===== src/rtl/xy_route_ctrl.sv =====
// xy_route_ctrl: five independent per-input-port route controllers for a 2D mesh
// router using dimension-ordered (X first, then Y) routing.
//
// Each port latches a route when its head flit arrives. It holds that route until
// the tail flit has been transferred, then returns to idle.
//
// Port / channel encoding: LOCAL=0, NORTH=1, SOUTH=2, EAST=3, WEST=4.
//
// Parameters:
//   ROUTER_ID   linear ID of this router (row = ID / MESH_X, col = ID % MESH_X)
//   MESH_X      mesh columns (column index grows eastward)
//   MESH_Y      mesh rows (row index grows southward)
//   ADDR_WIDTH  width of one destination ID
//
// Ports:
//   clk         rising-edge clock
//   rst         asynchronous active-high reset
//   dest        per-port destination IDs, slice i = [i*ADDR_WIDTH +: ADDR_WIDTH]
//   head_valid  per-port head flit present
//   tail_done   per-port pulse: tail flit transferred
//   rout        per-port 3-bit output channel, slice i = [i*3 +: 3]
//   rout_valid  per-port route held
//   dest_err    per-port out-of-range destination pulse
//
// Optional feature macro: ROUTE_DEST_CHECK_EN.
//   When it is defined, a head whose destination lies outside the mesh is not
//   routed. It raises a one-cycle dest_err, and the port stays idle.
//   When it is undefined, dest_err is tied to 0 and every destination is routed.

module xy_route_port #(
    parameter int ROUTER_ID  = 0,
    parameter int MESH_X     = 4,
    parameter int MESH_Y     = 4,
    parameter int ADDR_WIDTH = 4
) (
    input  logic                  clk,
    input  logic                  rst,
    input  logic [ADDR_WIDTH-1:0] dest,
    input  logic                  head_valid,
    input  logic                  tail_done,
    output logic [2:0]            rout,
    output logic                  rout_valid,
    output logic                  dest_err
);
    localparam logic [2:0] CH_LOCAL = 3'd0;
    localparam logic [2:0] CH_NORTH = 3'd1;
    localparam logic [2:0] CH_SOUTH = 3'd2;
    localparam logic [2:0] CH_EAST  = 3'd3;
    localparam logic [2:0] CH_WEST  = 3'd4;

    localparam int unsigned OWN_COL = ROUTER_ID % MESH_X;
    localparam int unsigned OWN_ROW = (ROUTER_ID / MESH_X) % MESH_Y;

    typedef enum logic {IDLE = 1'b0, LOCKED = 1'b1} state_t;

    state_t      state_q, state_d;
    logic [2:0]  rout_q, route_d;
    logic        lock;
    logic        bad_dest;
    logic        err_d;
    int unsigned dcol, drow;

    // XY route: resolve the column first, then the row. The compares are unsigned,
    // so no arithmetic can wrap.
    always_comb begin
        dcol    = 32'(dest) % 32'(MESH_X);
        drow    = 32'(dest) / 32'(MESH_X);
        route_d = CH_LOCAL;
        if (dcol > OWN_COL)      route_d = CH_EAST;
        else if (dcol < OWN_COL) route_d = CH_WEST;
        else if (drow > OWN_ROW) route_d = CH_SOUTH;
        else if (drow < OWN_ROW) route_d = CH_NORTH;
    end

`ifdef ROUTE_DEST_CHECK_EN
    assign bad_dest = (32'(dest) >= 32'(MESH_X * MESH_Y));
`else
    assign bad_dest = 1'b0;
`endif

    // State register. The route register is written only when the port locks, so
    // the route keeps its last value after the tail.
    always_ff @(posedge clk or posedge rst) begin
        if (rst) begin
            state_q <= IDLE;
            rout_q  <= 3'd0;
        end else begin
            state_q <= state_d;
            if (lock) rout_q <= route_d;
        end
    end

    // Next state. A head that arrives on the tail edge is deliberately dropped.
    // The port re-samples heads only once it is back in IDLE.
    always_comb begin
        state_d = state_q;
        lock    = 1'b0;
        err_d   = 1'b0;
        case (state_q)
            IDLE: begin
                if (head_valid) begin
                    if (bad_dest) begin
                        err_d = 1'b1;
                    end else begin
                        lock    = 1'b1;
                        state_d = LOCKED;
                    end
                end
            end
            LOCKED: begin
                if (tail_done) state_d = IDLE;
            end
            default: state_d = IDLE;
        endcase
    end

`ifdef ROUTE_DEST_CHECK_EN
    logic err_q;
    always_ff @(posedge clk or posedge rst) begin
        if (rst) err_q <= 1'b0;
        else     err_q <= err_d;
    end
`endif

    // Outputs
    always_comb begin
        rout       = rout_q;
        rout_valid = (state_q == LOCKED);
`ifdef ROUTE_DEST_CHECK_EN
        dest_err   = err_q;
`else
        dest_err   = 1'b0;
`endif
    end

`ifndef ROUTE_DEST_CHECK_EN
    // With the check disabled, the error term is never consumed.
    logic unused_err;
    assign unused_err = err_d;
`endif
endmodule

module xy_route_ctrl #(
    parameter int ROUTER_ID  = 0,
    parameter int MESH_X     = 4,
    parameter int MESH_Y     = 4,
    parameter int ADDR_WIDTH = 4
) (
    input  logic                    clk,
    input  logic                    rst,
    input  logic [5*ADDR_WIDTH-1:0] dest,
    input  logic [4:0]              head_valid,
    input  logic [4:0]              tail_done,
    output logic [14:0]             rout,
    output logic [4:0]              rout_valid,
    output logic [4:0]              dest_err
);
    for (genvar i = 0; i < 5; i++) begin : g_port
        xy_route_port #(
            .ROUTER_ID (ROUTER_ID),
            .MESH_X    (MESH_X),
            .MESH_Y    (MESH_Y),
            .ADDR_WIDTH(ADDR_WIDTH)
        ) u_port (
            .clk       (clk),
            .rst       (rst),
            .dest      (dest[i*ADDR_WIDTH +: ADDR_WIDTH]),
            .head_valid(head_valid[i]),
            .tail_done (tail_done[i]),
            .rout      (rout[i*3 +: 3]),
            .rout_valid(rout_valid[i]),
            .dest_err  (dest_err[i])
        );
    end
endmodule

===== config.mk =====
export PLATFORM = sky130hd
export DESIGN_NAME = xy_route_ctrl
export DESIGN_NICKNAME = d
export VERILOG_FILES = /design/src/rtl/xy_route_ctrl.sv
export SDC_FILE = /design/constraint.sdc
export NUM_CORES = 1
export LEC_CHECK = 0
export ABC_AREA = 1
export CAP_MARGIN = 30
export CELL_PAD_IN_SITES_DETAIL_PLACEMENT = 0
export CELL_PAD_IN_SITES_GLOBAL_PLACEMENT = 1
export CORE_MARGIN = 10
export CORE_UTILIZATION = 24
export DETAILED_ROUTE_END_ITERATION = 10
export PLACE_DENSITY = 0.86
export SLEW_MARGIN = 25
export SYNTH_ARGS = -nofsm -noshare
export SYNTH_HDL_FRONTEND = slang
export SYNTH_SLANG_ARGS = --single-unit

===== constraint.sdc =====
create_clock -name clk -period 1.8 [get_ports clk]
set_input_delay 0.36 -clock clk [delete_from_list [all_inputs] [get_ports clk]]
set_output_delay 0.36 -clock clk [all_outputs]
set_load 0.05 [all_outputs]

=== After elaboration in Yosys (flattened, before gate mapping) ===
Cells that the tools add are included.

* Register bits: 20
* Input bits: 32
* Output and inout bits: 25
* Logic and storage cells: 75

* $lt $le $gt $ge: 20
* Mux-type cells: 40
* Bitwise gates (word level): 5

{| class="wikitable"
|+ Operators by type and width
! kind !! count
|-
| $mux W3 || 15
|-
| $gt A2 B1 Y1 const B || 10
|-
| $lt A2 B1 Y1 const B || 10
|-
| $mux W1 || 20
|-
| $pmux W1 S2 || 5
|-
| $not A1 Y1 || 5
|}

=== Depth between registers and ports, before layout ===
Gate-level depths: netlist of the first run.

* Depth in word-level cells: 5
* Depth in mapped cells: 5
* Gate-level depth less buffers: 5

=== Hierarchy ===
From an unflattened synthesis of the first run, not the netlist that was laid out.

* Cell total of the unflattened synthesis: 95
* Area, all modules: 775.7 sq um

{| class="wikitable"
|+ By module, submodules not included
! module !! times used !! cells each !! area each (sq um) !! seq. area each (sq um)
|-
| xy_route_port || 5 || 19 || 155.1 || 75.1
|}

=== Worst setup path before layout of the first run ===
Ideal clock, no wire load.

* Path kind: register to output
* Start point: reg g_port[0].u_port.rout_q[0]
* End point: out rout[0]
* Arrival time: 0.600 ns
* Data required time: 1.440 ns
* Setup slack: 0.840 ns
* Cell stages (with the launch flop): 1
* Buffers on the path: 0
* Cells stage by stage: dfrtp_1

{| class="wikitable"
|+ RTL lines
! item !! line !! RTL
|-
| start, declared || 57 || <nowiki>logic [2:0] rout_q, route_d;</nowiki>
|-
| start signal, assigned || 89 || <nowiki>if (lock) rout_q <= route_d;</nowiki>
|-
| end, declared || 154 || <nowiki>output logic [14:0] rout,</nowiki>
|}

No word-level cell between the ends.

=== Final worst setup path of the first run ===
* Start point: reg g_port[0].u_port.rout_q[1]
* End point: out rout[1]

No word-level cell between the ends.

==> results.toml, run 1 <==
[worst_setup_path]
path_cells = "buf_4"
slowest_stage = "dfrtp_1"
max_stage_delay_ns = 0.40
r2r_end = "g_port[0].u_port.rout[0]"
arrival_ns = 0.87
cp-startpoint = "g_port[0].u_port.rout[1]"
cp-end-kind = "output pin"
crit_type = "reg -> out"
path_buf_inv = 1
cp_data_required_time_ns = 1.44
rr_startpoint = "g_port[0].u_port.rout_valid"
reg2reg_depth = 4
reg2reg_slack_ns = 1.04
critPathLaunchType = "flop"
critPathMaxFanout = 2
cp_top_family = "flip-flops"

[timing]
tns_ns = 0
fin_crit_sh_pct = 68.5
fmax_mhz = 811
finalHoldViolCount = 0
post-route-min-period_ns = 1.23
clock_skew_ns = 0.00172
slew_violations = 0
setup_viol = 0
grt_setup_unrepaired = "false"
relSlewSlack_pct = 60.9
tightest_slew_ns = 0.585
layout_setup_ws_ns = 0.566

[clock_tree]
hold_buffers = 0
worstSkewPairLatency_ns = 0.28
clock_path_buffers = 2
cts.repair.resized = 0
cts_root_buf = "clkbuf_4"
htreeDepth = 1
cts_tree = "yes"
clkTransAtPathRegs_ns = 0.09
cts_setup_buffers = 0
cts_buffers = 3
clock_sinks = 15

[global_route]
overflow = 0
grt_first_pass_wirelength_um = 3310
grt_max_degree = 16
antenna_found_initial = 0
grt_pass1_vias = 741
grt_use_total_pct = 6.80

[synth]
yosysSeqAreaShare_pct = 47.9
ys_top_cells_by_area = "dfrtp_1 (48%), buf_4 (14%), nand2_1 (12%)"
syn_inst = 92
yosysTopAreaCell = "dfrtp_1"
yosysWarningCount = 0
netlist.area_leader.share_pct = 47.9
syn_avg_cell_area_um2 = 8.51
ys_ff_latch = 15
synth_area_um2 = 783
synth_cell_types = 11

[placed_design]
hpwl_um = 1860
io_buffers = 46
post-place-ws_ns = 0.586
gp_congestion = 0.685

[detailed_routing]
wl_per_cell_um = 11.5
wl_um = 2080
route.detailed.drc = 0
via_count = 669
drt-pass1-iter-count = 4
antenna_left = 0
first_iter_violations = 15
viasPerCell = 3.72

[floorplan]
fp.dieArea_um2 = 5950
io_pins = 57
start_util_pct = 25.4
fp.dieW_um = 77.1
die_h_um = 77.1
num_rows = 20
core-area_um2 = 3080

[cells_and_area]
fill_cells = 337
drive_gt1_share_pct = 27.9
regArea_um2 = 375
n_antenna_cell = 0
final_net_count = 169
syn2layout_area_growth_pct = 54.3
multi_input_area_um2 = 288

[power_and_ir_drop]
cellPowerDensity_nw_per_um2 = 1010
ir_worst_vdd_v = 0.000240
leakagePower_nw = 0.601

[status]
outcome = "completed"

[worst_hold_path]
hold_class = "in -> async"

[run]
max_cap_viol_count = 0
worst max-delay path by stage:
stage,to,cells past startpoint
after global routing,rout_valid[3],1
after detailed placement,g_port[3].u_port.rout[1],5
after floorplan,rout[0],0
final,rout[1],1
after CTS,rout[3],1
after global placement,g_port[3].u_port.rout[0],2
final cells by class:
class                      count  share of cell area [%]
sequential                    15                    31.1
multi-input combinational     60                    23.8
tap                           44                    4.55
inverter                      11                    3.42
timing repair buffer          46                    35.0
clock buffer                   4                    2.17
synth_stat cells:
library cell	count
nor2_2	5
inv_1	1
conb_1	1
o21ai_1	5
o21ai_0	5
nand2_4	5
inv_2	10
buf_4	15
nand2_1	25
nor2_1	5
dfrtp_1	15
metrics by stage:
stage	hold WS, ns	total power (W)	cells	cell area (µm²)	util, %
after floorplan	0.261	0.000873	101	817	-
after global placement	0.465	0.00104	176	1180	38.4
after detailed placement	0.466	0.00105	176	1180	38.4
after CTS	0.461	0.00124	180	1210	39.3
after global routing	0.494	0.00130	180	1210	39.3
final	0.443	0.00122	180	1210	39.3
state kept, by name, summed over array words and instances (netlist names):
name / flops
g_port.u_port.rout: 10
g_port.u_port.rout_valid: 5
report_power, final:
part	switching (W)	internal, W	total (W)
Combinational	0.000403	0.000188	0.000591
Clock	0.000104	0.0000858	0.000190
Sequential	0.0000393	0.000403	0.000442
Total	0.000546	0.000677	0.00122
cells in the final DEF (no fill, tap or decap):
master,instances
nand2_4,5
dfrtp_1,15
clkdlybuf4s50_1,31
clkbuf_4,3
o21ai_1,5
buf_4,15
o21ai_0,5
nor2_2,5
clkbuf_1,1
nand2_1,25
nor2_1,5
conb_1,10
inv_2,10
inv_1,1
cells by family (layout without fill, tap and decap cells):
family          Yosys count  after routing  synth area share [%]
compound gates           10             10                  6.39
buf+inv                  26             61                  19.6
other cells               1             10                 0.479
simple gates             40             40                  25.6
flops                    15             15                  47.9
routing by layer:
layer  share of wire [%]  global-route usage, %  vias to the layer above  wire (µm)
li1                    -                      -                      340          -
met1                  39                   6.89                      301        811
met2                  56                   12.8                       26       1160
met3                 3.8                   1.05                        2         78
met4                 1.3                   3.83                        0         28
met5                   0                      0                        -          0
No activity file was read; power rests on OpenSTA's default activity.
==> run 2: changes to the inputs <==
Settings changed: CORE_UTILIZATION 24 to 22, PLACE_DENSITY 0.86 to 0.81.
Clock period 1.8 ns to 1.2 ns, I/O delays scaled along.
==> run 2 against run 1 <==
Effect of this change:
- critical path depth did not move
- non-clock buffer count grew 1
- total power increased by 74%
- worst setup slack worse by 0.48 ns
- sequential share of layout area is 4.4 points lower
- via count down 2.5%
- sequential cell count unchanged
- cell count rose by 1.7%
- count of clock-buffer cells in the layout unchanged
- global-route usage hardly changed
==> results.toml, run 2 (synthesis gave the netlist of run 1 again) <==
[detailed_routing]
first_iter_violations = 17
route.detailed.drc = 0
drt-pass1-iter-count = 4
antenna_left = 0
wl_per_cell_um = 11.1
viasPerCell = 3.56
wl_um = 2020
via_count = 652

[worst_setup_path]
slowest_stage = "dfrtp_1"
max_stage_delay_ns = 0.43
path_cells = "buf_12"
cp-end-kind = "output pin"
critPathMaxFanout = 2
cp_data_required_time_ns = 0.96
path_buf_inv = 1
arrival_ns = 0.87
crit_type = "reg -> out"
critPathLaunchType = "flop"
cp_top_family = "flip-flops"

[floorplan]
fp.dieW_um = 79.7
fp.dieArea_um2 = 6350
die_h_um = 79.7
num_rows = 21
core-area_um2 = 3390
io_pins = 57
start_util_pct = 23.1

[clock_tree]
cts.repair.resized = 0
clkTransAtPathRegs_ns = 0.09
cts_root_buf = "clkbuf_4"
htreeDepth = 1
cts_setup_buffers = 0
cts_buffers = 3
clock_path_buffers = 2
cts_tree = "yes"
clock_sinks = 15
hold_buffers = 0
worstSkewPairLatency_ns = 0.27

[timing]
tns_ns = 0
post-route-min-period_ns = 1.11
fmax_mhz = 901
fin_crit_sh_pct = 92.5
slew_violations = 0
finalHoldViolCount = 0
grt_setup_unrepaired = "false"
setup_viol = 0
clock_skew_ns = 0.00259

[worst_hold_path]
hold_class = "in -> async"

[cells_and_area]
drive_gt1_share_pct = 28.5
regArea_um2 = 375
postLayoutCoreUtil_pct = 41.5
largest_reg_flops = 10
n_antenna_cell = 0
layout_common_cells = "clkdlybuf4s50_1 (31), nand2_1 (25), dfrtp_1 (15), buf_12 (15)"
fill_cells = 355
syn2layout_area_growth_pct = 79.6
final_common_cell = "clkdlybuf4s50_1"
final_net_count = 170
multi_input_area_um2 = 288

[status]
outcome = "completed"

[placed_design]
hpwl_um = 1840
io_buffers = 46
gp_congestion = 0.714

[global_route]
grt_max_degree = 16
grt_pass1_vias = 760
antenna_found_initial = 0
overflow = 0
grt_first_pass_wirelength_um = 3460
grt_use_total_pct = 6.84

[power_and_ir_drop]
leakagePower_nw = 0.674
ir_worst_vdd_v = 0.000396
cellPowerDensity_nw_per_um2 = 1510

[run]
max_cap_viol_count = 0
==> run 2: changes by cell type in the layout (fill, tap and decap cells not counted) <==
cell    before  now
buf_12       0   15
buf_4       15    1
==> run 2: power breakdown <==
| part | switching (W) | internal [W] |
|---|---|---|
| clock | 0.000151 | 0.000129 |
| combinational | 0.000602 | 0.000531 |
| sequential | 0.000113 | 0.000604 |
| total | 0.000866 | 0.00126 |
==> run 2: layer usage <==
metal  vias to the layer above  global-route usage [%]  part of all wire [%]
li1                        342                       -                     -
met1                       281                    6.42                    33
met2                        27                    12.5                    57
met3                         2                    2.14                   8.4
met4                         0                    4.30                   1.8
met5                         -                       0                     0
==> run 2: worst paths after layout <==
check	startpoint	end	slack, ns	cells after the start
worst max-delay path	g_port[1].u_port.rout_valid	rout_valid[1]	0.09	1
worst min-delay path	rst	g_port[4].u_port.rout[1]	0.25	3
worst max register to register	g_port[1].u_port.rout_valid	g_port[1].u_port.rout[0]	0.40	4
worst min register to register	g_port[0].u_port.rout[1]	g_port[0].u_port.rout[1]	0.55	2
max in group asynchronous	rst	g_port[0].u_port.rout_valid	0.77	3
min in group clk	tail_done[0]	g_port[0].u_port.rout_valid	0.52	2
==> run 2: layout make-up <==
cell class / count / share of cell area [%]
inverter: 11 / 2.94
clock buffer: 4 / 1.87
tap: 46 / 4.09
multi-input combinational: 60 / 20.5
timing repair buffer: 47 / 44.0
sequential: 15 / 26.7
==> run 2: stage by stage <==
stage / hold WS [ns] / area [µm²] / total power, W / std cells / setup slack, ns
finish: 0.254 / 1410 / 0.00213 / 183 / 0.0903
global route: 0.273 / 1410 / 0.00226 / 183 / 0.0362
CTS: 0.246 / 1410 / 0.00218 / 183 / 0.0651
detailed placement: 0.528 / 1380 / 0.00188 / 179 / 0.133
floorplan: 0.141 / 817 / 0.00131 / 101 / 0.356
global placement: 0.525 / 1380 / 0.00186 / 179 / 0.147
==> run 2: tightest hold or removal path: cells and delay by family <==
family                 cells  cell delay, ns
buffers and inverters      3            0.66
==> run 3: changes to the inputs <==
Settings changed: CORE_ASPECT_RATIO set to 1.75.
==> run 3 against run 2 <==
Effect of this change:
- cell area increased by 1.3%
- routed wire length grew 11%
- sequential cell count is the same
- global-route usage grew 0.64 points
- total power is 6.9% higher
- clock power rose by 49%
- non-clock buffer count did not move
- critical path depth did not move
- via count grew 7.4%
- worst setup slack improved by 0.035 ns
- utilization rose by 0.45 points
- worst hold slack gained 0.049 ns
==> results.toml, run 3 (synthesis gave the netlist of run 1 again) <==
[status]
outcome = "completed"

[worst_setup_path]
path_buf_inv = 1
cp-end-kind = "output pin"
path_cells = "buf_12"
slowest_stage = "dfrtp_1"
rr_startpoint = "g_port[0].u_port.rout_valid"
crit_type = "reg -> out"
cp_top_family = "flip-flops"
cp_data_required_time_ns = 0.96
critPathMaxFanout = 2
arrival_ns = 0.83
cp-startpoint = "g_port[4].u_port.rout[1]"
max_stage_delay_ns = 0.42
critPathLaunchType = "flop"

[timing]
grt_setup_unrepaired = "false"
fmax_mhz = 931
setup_viol = 0
slew_violations = 0
post-route-min-period_ns = 1.07
clock_skew_ns = 0.00458
finalHoldViolCount = 0
tns_ns = 0
fin_crit_sh_pct = 89.5
holdWs_ns = 0.303

[clock_tree]
cts_tree = "yes"
clock_path_buffers = 2
htreeDepth = 1
clock_sinks = 15
cts_root_buf = "clkbuf_8"
worstSkewPairLatency_ns = 0.25
hold_buffers = 0
cts_setup_buffers = 0
cts.repair.resized = 0
cts_buffers = 3
clkTransAtPathRegs_ns = 0.07

[cells_and_area]
regArea_um2 = 375
final_net_count = 170
layoutNonFillerInstCount = 182
n_antenna_cell = 0
fill_cells = 353
layout_common_cells = "clkdlybuf4s50_1 (31), nand2_1 (25), dfrtp_1 (15), buf_12 (15)"
syn2layout_area_growth_pct = 81.9
multi_input_area_um2 = 288
largest_reg_flops = 10
drive_gt1_share_pct = 29.2
final_common_cell = "clkdlybuf4s50_1"

[floorplan]
io_pins = 57
core-area_um2 = 3400
fp.dieArea_um2 = 6440
die_h_um = 98.9
num_rows = 28
fp.dieW_um = 65.1
start_util_pct = 23.0

[power_and_ir_drop]
cellPowerDensity_nw_per_um2 = 1600
ir_worst_vdd_v = 0.000784
leakagePower_nw = 0.685

[detailed_routing]
wl_per_cell_um = 12.4
drt-pass1-iter-count = 4
antenna_left = 0
wl_um = 2250
route.detailed.drc = 0
via_count = 700
first_iter_violations = 16
viasPerCell = 3.85

[placed_design]
gp_congestion = 0.755
io_buffers = 46
hpwl_um = 2010
dpl.cell_count = 178

[global_route]
grt_busiest_layer = "met2"
grt_first_pass_wirelength_um = 3780
grt_max_degree = 16
use_met3_pct = 2.27
grt_use_total_pct = 7.48
overflow = 0
grt_use_met2_pct = 12.7
met1_usage_pct = 7.56
antenna_found_initial = 0
grt_pass1_vias = 829

[worst_hold_path]
hold_class = "in -> async"

[run]
max_cap_viol_count = 0
-- run 3: path summary, 6_finish.rpt --
check                                              end  slack, ns  cells after the start
setup reg to reg              g_port[0].u_port.rout[0]       0.40                      4
setup / recovery                              rout[13]       0.13                      1
max in group asynchronous     g_port[1].u_port.rout[0]       0.72                      3
min in group clk              g_port[1].u_port.rout[0]       0.55                      2
hold reg to reg               g_port[1].u_port.rout[0]       0.55                      2
hold / removal             g_port[1].u_port.rout_valid       0.30                      3
-- run 3: per-layer routing --
metal  share of wire [%]  vias to the layer above
li1                    -                      339
met1                  38                      321
met2                  53                       38
met3                 8.2                        2
met4                 1.6                        0
met5                   0                        -
-- run 3: report_power, final --
part / switching (W) / total, W / leakage [nW] / internal (W)
logic: 0.000612 / 0.00114 / 0.484 / 0.000531
clock network: 0.000185 / 0.000415 / 0.0255 / 0.000230
registers: 0.000114 / 0.000719 / 0.175 / 0.000605
-- run 3: layout make-up --
class                   instances  area share (%)
well taps                      45            3.95
repair buffers                 47            43.4
multi-input cells              60            20.2
flip-flops and latches         15            26.3
inverters                      11            2.90
clock inverters                 1           0.351
clock buffers                   3            2.90
-- run 3: stage by stage --
stage | setup slack, ns | area, µm² | total power [W] | util, %
6_report | 0.126 | 1430 | 0.00228 | 41.9
5_1_grt | 0.0949 | 1430 | 0.00239 | 41.9
4_1_cts | 0.114 | 1430 | 0.00231 | 41.9
3_5_place_dp | 0.122 | 1380 | 0.00189 | 40.6
3_3_place_gp | 0.143 | 1380 | 0.00187 | 40.6
2_1_floorplan | 0.356 | 817 | 0.00131 | -
